### src/rtl/dma_copy_engine_pkg.sv
// Shared types for the DMA copy engine: FSM state encoding and address stride helper.
package dma_pkg;

  typedef enum logic [2:0] {
    ST_IDLE,
    ST_RD_REQ,
    ST_RD_WAIT,
    ST_WR_REQ,
    ST_WR_WAIT,
    ST_DONE
  } dma_copy_state_e;

  localparam int unsigned DMA_DEFAULT_DATA_WIDTH = 32;
  localparam int unsigned DMA_DEFAULT_ADDR_WIDTH = 32;

  // Agent command at the default widths; the engine builds its own copy at its parameterised widths.
  typedef struct packed {
    logic                              start;
    logic                              we;
    logic [DMA_DEFAULT_ADDR_WIDTH-1:0] addr;
    logic [DMA_DEFAULT_DATA_WIDTH-1:0] wdata;
  } dma_agt_cmd_t;

  function automatic int unsigned stride_bytes(input int unsigned data_width);
    return data_width / 8;
  endfunction

endpackage

### src/rtl/dma_copy_engine_if.sv
// Control/response bundle between the copy engine (master) and the Wishbone agent (slave).
interface dma_copy_engine_if #(
  parameter int unsigned DATA_WIDTH = 32,
  parameter int unsigned ADDR_WIDTH = 32
);
  logic                  start;
  logic                  we;
  logic [ADDR_WIDTH-1:0] addr;
  logic [DATA_WIDTH-1:0] wdata;
  logic                  busy;
  logic                  done;
  logic [DATA_WIDTH-1:0] rdata;

  modport master (
    output start, we, addr, wdata,
    input  busy, done, rdata
  );

  modport slave (
    input  start, we, addr, wdata,
    output busy, done, rdata
  );
endinterface

### src/rtl/dma_copy_engine.sv
// Word-copy sequencer driving a single-transaction agent with alternating reads and writes.
// Optional abort input enabled by defining DMA_COPY_ABORT_EN.
module dma_copy_engine
  import dma_pkg::*;
#(
  parameter int unsigned DATA_WIDTH = 32,
  parameter int unsigned ADDR_WIDTH = 32,
  parameter int unsigned LEN_WIDTH  = 16
) (
  input  logic                  i_clk,
  input  logic                  i_rst_n,
  input  logic                  i_go,
  input  logic [ADDR_WIDTH-1:0] i_src_addr,
  input  logic [ADDR_WIDTH-1:0] i_dst_addr,
  input  logic [LEN_WIDTH-1:0]  i_len,
`ifdef DMA_COPY_ABORT_EN
  input  logic                  i_abort,
`endif
  output logic                  o_busy,
  output logic                  o_done,
  output logic [LEN_WIDTH-1:0]  o_words_done,
  dma_copy_engine_if.master     agt
);

  localparam logic [ADDR_WIDTH-1:0] STRIDE = ADDR_WIDTH'(stride_bytes(DATA_WIDTH));

  typedef struct packed {
    logic                  start;
    logic                  we;
    logic [ADDR_WIDTH-1:0] addr;
    logic [DATA_WIDTH-1:0] wdata;
  } agt_cmd_t;

  dma_copy_state_e       state_q, state_d;
  logic [ADDR_WIDTH-1:0] src_q, src_d;
  logic [ADDR_WIDTH-1:0] dst_q, dst_d;
  logic [LEN_WIDTH-1:0]  rem_q, rem_d;
  logic [LEN_WIDTH-1:0]  words_q, words_d;
  logic [DATA_WIDTH-1:0] buf_q, buf_d;
  agt_cmd_t              cmd_q, cmd_d;
  logic                  abort_q, abort_d;
  logic                  busy_q, busy_d;
  logic                  done_q, done_d;
  logic                  abort_in;

`ifdef DMA_COPY_ABORT_EN
  assign abort_in = i_abort;
`else
  assign abort_in = 1'b0;
`endif

  always_ff @(posedge i_clk) begin
    if (!i_rst_n) begin
      state_q <= ST_IDLE;
      src_q   <= '0;
      dst_q   <= '0;
      rem_q   <= '0;
      words_q <= '0;
      buf_q   <= '0;
      cmd_q   <= '0;
      abort_q <= 1'b0;
      busy_q  <= 1'b0;
      done_q  <= 1'b0;
    end else begin
      state_q <= state_d;
      src_q   <= src_d;
      dst_q   <= dst_d;
      rem_q   <= rem_d;
      words_q <= words_d;
      buf_q   <= buf_d;
      cmd_q   <= cmd_d;
      abort_q <= abort_d;
      busy_q  <= busy_d;
      done_q  <= done_d;
    end
  end

  always_comb begin
    state_d   = state_q;
    src_d     = src_q;
    dst_d     = dst_q;
    rem_d     = rem_q;
    words_d   = words_q;
    buf_d     = buf_q;
    cmd_d     = cmd_q;
    cmd_d.start = 1'b0;
    abort_d   = abort_q;

    // A same-cycle abort request takes effect immediately, not one cycle later.
    if (state_q != ST_IDLE && abort_in) abort_d = 1'b1;

    case (state_q)
      ST_IDLE: begin
        if (i_go) begin
          src_d   = i_src_addr;
          dst_d   = i_dst_addr;
          rem_d   = i_len;
          words_d = '0;
          state_d = (i_len == '0) ? ST_DONE : ST_RD_REQ;
        end
      end
      ST_RD_REQ: begin
        if (abort_d) begin
          state_d = ST_DONE;
        end else if (!agt.busy) begin
          cmd_d.start = 1'b1;
          cmd_d.we    = 1'b0;
          cmd_d.addr  = src_q;
          state_d     = ST_RD_WAIT;
        end
      end
      ST_RD_WAIT: begin
        if (agt.done) begin
          if (abort_d) begin
            state_d = ST_DONE;
          end else begin
            buf_d   = agt.rdata;
            state_d = ST_WR_REQ;
          end
        end
      end
      ST_WR_REQ: begin
        if (!agt.busy) begin
          cmd_d.start = 1'b1;
          cmd_d.we    = 1'b1;
          cmd_d.addr  = dst_q;
          cmd_d.wdata = buf_q;
          state_d     = ST_WR_WAIT;
        end
      end
      ST_WR_WAIT: begin
        if (agt.done) begin
          src_d   = src_q + STRIDE;
          dst_d   = dst_q + STRIDE;
          rem_d   = rem_q - LEN_WIDTH'(1);
          words_d = words_q + LEN_WIDTH'(1);
          state_d = (abort_d || rem_q == LEN_WIDTH'(1)) ? ST_DONE : ST_RD_REQ;
        end
      end
      ST_DONE: state_d = ST_IDLE;
      default: state_d = ST_IDLE;
    endcase

    if (state_d == ST_IDLE) abort_d = 1'b0;
    busy_d = (state_d != ST_IDLE);
    done_d = (state_d == ST_DONE);
  end

  assign o_busy       = busy_q;
  assign o_done       = done_q;
  assign o_words_done = words_q;
  assign agt.start    = cmd_q.start;
  assign agt.we       = cmd_q.we;
  assign agt.addr     = cmd_q.addr;
  assign agt.wdata    = cmd_q.wdata;

endmodule

### src/flat_wrapper.sv
// flat-port wrapper written by rule: the top's interface ports become plain ports
module dma_copy_engine_flat import dma_pkg::*;
#(
  parameter int unsigned DATA_WIDTH = 32,
  parameter int unsigned ADDR_WIDTH = 32,
  parameter int unsigned LEN_WIDTH  = 16
)
  (i_clk, i_rst_n, i_go, i_src_addr, i_dst_addr, i_len, o_busy, o_done, o_words_done, agt_start, agt_we, agt_addr, agt_wdata, agt_busy, agt_done, agt_rdata);
  dma_copy_engine_if #(.DATA_WIDTH(DATA_WIDTH), .ADDR_WIDTH(ADDR_WIDTH)) agt_i ();
  input  logic i_clk;
  input  logic i_rst_n;
  input  logic i_go;
  input  logic [ADDR_WIDTH-1:0] i_src_addr;
  input  logic [ADDR_WIDTH-1:0] i_dst_addr;
  input  logic [LEN_WIDTH-1:0] i_len;
  output logic o_busy;
  output logic o_done;
  output logic [LEN_WIDTH-1:0] o_words_done;
  output wire logic [$bits(agt_i.start)-1:0] agt_start;
  output wire logic [$bits(agt_i.we)-1:0] agt_we;
  output wire logic [$bits(agt_i.addr)-1:0] agt_addr;
  output wire logic [$bits(agt_i.wdata)-1:0] agt_wdata;
  input wire logic [$bits(agt_i.busy)-1:0] agt_busy;
  input wire logic [$bits(agt_i.done)-1:0] agt_done;
  input wire logic [$bits(agt_i.rdata)-1:0] agt_rdata;
  assign agt_start = agt_i.start;
  assign agt_we = agt_i.we;
  assign agt_addr = agt_i.addr;
  assign agt_wdata = agt_i.wdata;
  assign agt_i.busy = agt_busy;
  assign agt_i.done = agt_done;
  assign agt_i.rdata = agt_rdata;
  dma_copy_engine #(.DATA_WIDTH(DATA_WIDTH), .ADDR_WIDTH(ADDR_WIDTH), .LEN_WIDTH(LEN_WIDTH)) u_core (.i_clk(i_clk), .i_rst_n(i_rst_n), .i_go(i_go), .i_src_addr(i_src_addr), .i_dst_addr(i_dst_addr), .i_len(i_len), .o_busy(o_busy), .o_done(o_done), .o_words_done(o_words_done), .agt(agt_i));
endmodule
### config.mk
export PLATFORM = sky130hd
export DESIGN_NAME = dma_copy_engine_flat
export DESIGN_NICKNAME = d
export VERILOG_FILES = /design/src/rtl/dma_copy_engine_pkg.sv /design/src/rtl/dma_copy_engine_if.sv /design/src/rtl/dma_copy_engine.sv /design/src/flat_wrapper.sv
export SDC_FILE = /design/constraint.sdc
export NUM_CORES = 1
export LEC_CHECK = 0
export ABC_AREA = 1
export ABC_CLOCK_PERIOD_IN_PS = 1500
export BUFFER_PORTS_ARGS = -buffer_cell sky130_fd_sc_hd__buf_2
export CAP_MARGIN = 20
export CORE_MARGIN = 4
export CORE_UTILIZATION = 35
export DETAILED_ROUTE_END_ITERATION = 8
export SYNTH_ARGS = -nofsm -noshare
export SYNTH_HDL_FRONTEND = slang
export SYNTH_SLANG_ARGS = --single-unit
export TNS_END_PERCENT = 100
### constraint.sdc
create_clock -name i_clk -period 1.5 [get_ports i_clk]
set_clock_uncertainty 0.05 [all_clocks]
set_input_delay 0.3 -clock i_clk [delete_from_list [all_inputs] [get_ports i_clk]]
set_output_delay 0.3 -clock i_clk [all_outputs]
set_load 0.03 [all_outputs]
Yosys cells after proc, flatten, opt, wreduce, memory -nomap -nowiden
Index checks and enable logic that the tools add are counted.

operators by class
  $add $sub $neg = 4
  multiply operators = 0
  div/mod/pow operators = 0
  $lt $le $gt $ge = 0
  eq/ne operators = 10
  shift operators = 0
  mux-type cells = 23
  bitwise operators = 1
  reduce and logical (&&, ||, !) cells = 9

operators with widths
  cell                                                 count
  two-way mux 32 bit                                   4
  one-hot mux 32 bit (2 select lines)                  2
  one-hot mux 34 bit (2 select lines)                  1
  two-way mux 66 bit                                   1
  adder 32 x 3 -> 32 bit (second input constant)       2
  two-way mux 16 bit                                   4
  one-hot mux 16 bit (2 select lines)                  2
  two-way mux 34 bit                                   1
  two-way mux 3 bit                                    7
  adder 16 x 1 -> 16 bit (second input constant)       1
  == test 16 x 1 -> 1 bit (second input constant)      1
  zero test 16 bit                                     1
  subtractor 16 x 1 -> 16 bit (second input constant)  1
  one-hot mux 3 bit (5 select lines)                   1
  != test 2 bit (second input constant)                4
  == test 3 x 2 -> 1 bit (second input constant)       2
  == test 3 bit (second input constant)                2
  AND reduction 3 bit                                  2
  AND reduction 2 bit                                  2
  nonzero test 2 bit                                   2
  == test 3 x 1 -> 1 bit (second input constant)       1
  zero test 3 bit                                      1
  nonzero test 3 bit                                   1
  NOT 1 bit                                            1

storage, ports and cells
  register bits = 199
  bits in latches = 0
  RAM bits = 0
  bits in read-only memories = 0
  output and inout port bits = 84
  memories kept = 0

Depth between registers and ports, before layout
Gate-level depths: netlist of the first run.

  word-level depth = 5
  depth in mapped cells = 11

Worst setup path after synthesis of the first run
No wires, ideal clock.

  kind = register -> register
  start point = reg u_core.words_q[0] (netlist: u_core.o_words_done[0])
  end point = reg u_core.words_q[8] (netlist: u_core.o_words_done[8])
  data arrival time = 1.586 ns
  setup slack = -0.253 ns
  stages on the path, launching flop included = 9
  cells stage by stage = dfxtp_1 -> ha_1 -> nand2_1 -> nor3_1 -> inv_1 -> nor2_1 -> nand2_1 -> o21ai_0 -> nor2_1

between the ends
  word-level cells in the longest chain between the ends = 3

RTL lines
  item                                 line                    source
  start, declared                      dma_copy_engine.sv:38   logic [LEN_WIDTH-1:0] words_q, words_d;
  start signal, assigned               dma_copy_engine.sv:69   words_q <= words_d;
  adder 16 x 1 -> 16 bit               dma_copy_engine.sv:136  words_d = words_q + LEN_WIDTH'(1);
  two-way mux 16 bit                   dma_copy_engine.sv:132  if (agt.done) begin
  one-hot mux 16 bit (2 select lines)  dma_copy_engine.sv:92   case (state_q)

Every way passes these cells. The select of a mux whose other input is x is not followed.
A chain may end at the register's enable or synchronous reset.

Final worst setup path of the first run
  start point = reg u_core.state_q[1]
  end point = reg u_core.dst_q[18]

between the ends
  word-level cells in the longest chain between the ends = 3

RTL lines
  item                                                                  line                   source
  start, declared                                                       dma_copy_engine.sv:34  dma_copy_state_e state_q, state_d;
  start signal, assigned                                                dma_copy_engine.sv:65  state_q <= state_d;
  == test 3 bit / zero test 3 bit (equally long branches)               dma_copy_engine.sv:92
  != test 2 bit (no line) / nonzero test 2 bit (equally long branches)  --
  AND reduction 3 bit (no line)                                         --
  end signal, assigned                                                  dma_copy_engine.sv:67  dst_q <= dst_d;
  end, declared                                                         dma_copy_engine.sv:36  logic [ADDR_WIDTH-1:0] dst_q, dst_d;

Parallel ways exist; a longest one is shown, timed or not.

==> results of run 1 <==
## metal layers
metal | share of wire [%] | vias up | GRT usage, %
met1 | 45 | 5273 | 31.7
met3 | 7.7 | 48 | 4.83
met5 | 0.073 | - | 0
li1 | - | 5745 | -
met2 | 45 | 400 | 35.6
met4 | 1.7 | 4 | 6.13
## power breakdown
part | switching (uW) | internal (uW)
clock | 2560 | 2320
combinational | 1600 | 1210
sequential | 347 | 5650
total | 4510 | 9180
## cells in the mapped netlist, types with 19 or more instances
cell type | count | area (sq um)
nor2_1 | 350 | 1310
nand2_1 | 340 | 1280
o21ai_0 | 188 | 941
nand3_1 | 64 | 320
inv_1 | 84 | 315
nand4_1 | 24 | 150
buf_2 | 25 | 125
o22ai_1 | 23 | 144
a21oi_1 | 83 | 415
or2_2 | 19 | 119
dfxtp_1 | 199 | 3980
clkbuf_1 | 47 | 176
## flip-flops by register name, indices dropped and copies added, names as in the netlist
name and flops:
u_core.agt.addr 32, u_core.agt.start 1, u_core.agt.wdata 32, u_core.agt.we 1
u_core.buf_q 32, u_core.dst_q 32, u_core.o_busy 1, u_core.o_done 1
u_core.o_words_done 16, u_core.rem_q 16, u_core.src_q 32, u_core.state_q 3
## metrics by stage
step                      worst slack (ps)  power [uW]
after global routing                  -188       14300
after floorplan                      0.945        7280
after global placement                -138        8330
final                                 -135       13700
after CTS                             -104       13500
after detailed placement              -172        8360
## critical path, delay by kind of cell, from the launching register on
kind                   cells  cell delay (ps)
flip-flops                 1              340
AO/OA/AOI/OAI              2              300
AND/OR/NAND/NOR            4              360
buffers and inverters      3              440
## final timing paths
check / from / end / slack, ps / depth (start not counted)
hold / removal: agt_rdata[1] / u_core.buf_q[1]$_SDFFE_PN0P_ / 20 / 3
setup / recovery: u_core.state_q[1]$_SDFF_PN0_ / u_core.dst_q[18]$_SDFFE_PN0P_ / -140 / 9
setup reg to reg: u_core.state_q[1]$_SDFF_PN0_ / u_core.dst_q[18]$_SDFFE_PN0P_ / -140 / 9
hold reg to reg: u_core.agt.addr[13]$_SDFFE_PN0P_ / u_core.agt.addr[13]$_SDFFE_PN0P_ / 420 / 2
## timing repair
| item | 4_1_cts | 5_1_grt |
|---|---|---|
| cloned | 5 | 1 |
| setup endpoints to repair | 150 | 187 |
| pin swaps | 6 | 22 |
| setup buffers | 9 | 4 |
| gates resized for setup | 103 | 160 |
| hold buffers | 0 | 0 |
## area by class of cell
class | instances | area share, %
Clock inverter | 15 | 1.36
Tap cell | 378 | 3.32
Multi-Input combinational cell | 1184 | 42.3
Clock buffer | 17 | 2.98
Inverter | 90 | 2.41
Timing Repair Buffer | 372 | 19.3
Sequential cell | 199 | 28.4
## kinds of logic after synthesis
kind of cell | Yosys count | share of synthesized area [%]
AOI/OAI and AO/OA | 335 | 18.0
adders and majority gates | 5 | 0.624
DFF | 199 | 39.7
and+or+nand+nor | 835 | 34.1
buffers and inverters | 168 | 6.72
xor gates and xnor gates | 9 | 0.786
==> reports/metrics.yaml, run 1 <==
yosys:
  synth_seq_cells: 199
  synth_cells: 1551
  synthFlopType: "dfxtp_1"
  synth_cell_types: 35
  synth_edf_count: 0
  avgSynthCellArea_sq_um: 6.46
  synth.net_count: 1673
  synth-seq-area-share_pct: 39.7
  ys_async_sr_fraction_pct: 0
  yosysWarnings: 0
  syn_area_sq_um: 10000
timing:
  worstMarginPinSlew_ps: 330
  timing.hold.ws_ps: 20.9
  setup_tns_ps: -4520
  finalHoldViolCount: 0
  setup_violations: 102
  min_period_ps: 1640
  maxSlewHeadroom_pct: 77.9
  rsz0062_at_grt: "yes"
  final.setup.worst_slack_ps: -135
  clock.fmax_mhz: 612
  maxSlewViolCount: 0
  period_share_pct: 109
cells_and_area:
  fin_cells: 2255
  seq_area_sq_um: 4050
  post_route_cells_drive_above_1_share_pct: 32.6
  diodes: 0
  fin_area_sq_um: 14300
  fin_util_pct: 50.9
  final_cell_mix: "nor2_1, nand2_1, buf_2, o21ai_0, dfxtp_1"
  final_common_cell: "nor2_1"
  fill_cells: 2787
  layout.nets: 1986
  multi_input_area_sq_um: 6030
  area_delta_synth_final_pct: 42.3
die:
  io_pins: 201
  fp-row-count: 61
  core_sq_um: 28000
  die-area_sq_um: 31400
  die-width_microns: 177
  die_h_microns: 177
  start_util_pct: 35.8
clock_tree:
  cts_buffers: 17
  ctsHtreeMaxLevel: 4
  clock_latency_ps: 450
  cts.path.max_buffers: 2
  clkTransAtPathRegs_ps: 90
  clock_sinks: 199
  cts_root_buf: "clkbuf_16"
  cts_tree: "yes"
power:
  vdd_drop_max_mv: 0.808
  power_density_nw_per_um2: 960
  p_leak_uw: 0.00641
critical_path:
  path_cells: "nor2_4 -> nand2_4 -> o21ai_4 -> buf_6 -> buf_12 -> buf_16 -> nand2_1 -> a21oi_1 -> nor3_1"
  worstPathRequired_ps: 1760
  cpPeakStageDelay_ps: 340
  slowest_stage: "dfxtp_2"
  worstPathArrival_ps: 1900
  path_class: "flip-flop to flip-flop"
  worstSetupStartpointType: "flip-flop"
  end_kind: "flip-flop"
  crit_fanout: 6
run:
  maxCapViolCount: 0
drt:
  drt_pass1_iterations: 6
  finalWirelength_microns: 37000
  vias: 11470
  post_drt_wl_per_cell_microns: 16.4
  detail-route-antenna-nets: 0
  drc: 0
  avgViaCountPerCell: 5.09
  drtIter0Drc: 772
run_status:
  violations: "setup timing"
  status: "complete, but fails checks"
global_routing:
  grt_overflow: 0
  grt_usage_pct: 22.7
  grt_pass1_vias: 10690
  grt_max_degree: 72
  antenna_found_initial: 2
  grt_pass1_wl_microns: 57300
hold_path:
  hold_path.class: "input pin to flip-flop"
placed_design:
  dpl.hpwl_microns: 25900
  portBuffers: 200
  gp_congestion: 0.930
  dp.cells: 2206
  post_dp_cell_area_sq_um: 12600
No activity file was read; power rests on OpenSTA's default activity.
==> run 2, diff against run 1 <==
- BUFFER_PORTS_ARGS: -buffer_cell sky130_fd_sc_hd__buf_2 -> -buffer_cell sky130_fd_sc_hd__clkbuf_2
- CORE_UTILIZATION: 35 -> 30
==> reports/metrics.yaml, run 2 (synthesis results as in run 1) <==
drt:
  drtIter0Drc: 769
  avgViaCountPerCell: 4.96
  wl_met1_microns: 17500
  finalWirelength_microns: 39500
  wl_met2_microns: 17900
  routed.top_layer: "met5"
  drt_pass1_iterations: 6
  wl_met3_microns: 3230
  detail-route-antenna-nets: 0
  post_drt_wl_per_cell_microns: 16.9
  drc: 0
  vias: 11608
die:
  die_h_microns: 191
  core_sq_um: 32800
  start_util_pct: 30.6
  die-area_sq_um: 36400
  fp-row-count: 66
  io_pins: 201
  die-width_microns: 191
run_status:
  status: "complete, but fails checks"
  violations: "setup timing"
cells_and_area:
  final_cell_mix: "nand2_1, nor2_1, clkbuf_2, dfxtp_1, o21ai_0"
  final_common_cell: "nand2_1"
  fin_util_pct: 45.2
  area_delta_synth_final_pct: 47.8
  post_route_cells_drive_above_1_share_pct: 32.6
  layout.nets: 2007
  fin_cells: 2342
  fill_cells: 3315
timing:
  timing.hold.ws_ps: 21.2
  maxSlewViolCount: 0
  final.setup.worst_slack_ps: -131
  clock.fmax_mhz: 613
  rsz0062_at_grt: "yes"
  maxSlewHeadroom_pct: 64.6
  setup_violations: 116
  min_period_ps: 1630
  worstMarginPinSlew_ps: 531
  finalHoldViolCount: 0
  period_share_pct: 109
global_routing:
  grt_max_degree: 65
  antenna_found_initial: 8
  grt_pass1_wl_microns: 58800
  grt_pass1_vias: 10881
  grt_overflow: 0
  grt_usage_pct: 20.4
clock_tree:
  ctsHtreeMaxLevel: 4
  cts_tree: "yes"
  cts_root_buf: "clkbuf_16"
  clock_latency_ps: 460
  clkTransAtPathRegs_ps: 80
  clock_sinks: 199
  cts.path.max_buffers: 2
  cts_buffers: 17
power:
  swShare_pct: 32.7
  sequentialPowerShare_pct: 44.0
  switchingPower_uw: 4460
  p_clk_share_pct: 34.2
  p_leak_uw: 0.00649
  combPwrFrac_pct: 21.8
  power_density_nw_per_um2: 922
  vdd_drop_max_mv: 0.913
  finalPower_uw: 13700
  internal-power_uw: 9190
placed_design:
  dpl.hpwl_microns: 26700
  portBuffers: 200
  gp_congestion: 0.918
  dp.cells: 2262
critical_path:
  reg2reg_slack_ps: -130
  crit_fanout: 5
  worstSetupStartpointType: "flip-flop"
  path_class: "flip-flop to flip-flop"
  worstPathRequired_ps: 1840
  end_kind: "flip-flop"
  worstPathArrival_ps: 1970
run:
  maxCapViolCount: 0
hold_path:
  hold_path.class: "input pin to flip-flop"
-- run 2: changes by cell type in the layout (fill, tap and decap cells not counted), sizes merged --
cell and change:
clkinv +2, dlygate4sd3 +8, clkinvlp +1, buf -194
bufbuf +1, inv -2, clkbuf +205, diode +2
-- run 2: routing by layer --
metal,vias to the layer above,global-route usage (%)
met5,-,0
met4,10,6.02
met3,46,6.01
met2,386,31.7
met1,5376,27.4
li1,5790,-
-- run 2: repair_timing --
| item | CTS | global route |
|---|---|---|
| gates resized for setup | 114 | 189 |
| setup endpoints to repair | 138 | 191 |
| hold buffers | 8 | 0 |
| pin swaps | 11 | 31 |
| cloned | 10 | 11 |
| setup buffers | 19 | 5 |
| hold endpoints to repair | 8 | 0 |
-- run 2: metrics by stage --
step	worst slack [ps]	TNS [ps]	instance area, sq um
after floorplan	0.945	0	10000
after global placement	-120	-2560	12600
after detailed placement	-124	-4520	12600
after CTS	-132	-8340	14100
after global routing	-206	-17580	14800
final	-131	-6610	14800
-- run 2: power groups by stage --
| stage | Clock (uW) | Combinational (uW) | Sequential [uW] |
|---|---|---|---|
| global placement | 0 | 2310 | 6050 |
| global route | 5010 | 3230 | 6050 |
| CTS | 4790 | 2740 | 5960 |
| detailed placement | 0 | 2330 | 6060 |
| floorplan | 0 | 1130 | 6160 |
| finish | 4680 | 2970 | 6010 |
-- run 2: worst paths after layout --
check,start,endpoint,cells after the start
worst min register to register,u_core.buf_q[1]$_SDFFE_PN0P_,u_core.agt.wdata[1]$_SDFFE_PN0P_,2
worst min-delay path,agt_rdata[29],u_core.buf_q[29]$_SDFFE_PN0P_,3
worst max register to register,u_core.state_q[1]$_SDFF_PN0_,u_core.rem_q[14]$_SDFFE_PN0P_,9
worst max-delay path,u_core.state_q[1]$_SDFF_PN0_,u_core.rem_q[14]$_SDFFE_PN0P_,9
-- run 2: final cells by class --
| cell class | count | area, sq um | share of cell area (%) |
|---|---|---|---|
| diodes | 2 | 5.00 | 0.0338 |
| multi-input cells | 1184 | 6030 | 40.7 |
| flip-flops and latches | 199 | 4040 | 27.2 |
| clock inverters | 15 | 158 | 1.06 |
| repair inverters | 1 | 8.76 | 0.0591 |
| inverters | 90 | 359 | 2.42 |
| clock buffers | 17 | 425 | 2.87 |
| well taps | 442 | 553 | 3.73 |
| repair buffers | 392 | 3240 | 21.9 |
-- run 2: worst max-delay path: stages, from the launching register on --
cell and delay (ps):
dfxtp_2 340, nor2_4 160, nand2_4 80, o21ai_4 210, buf_8 170, buf_12 140
buf_12 120, buf_16 120, o21ai_2 50, a21oi_1 120
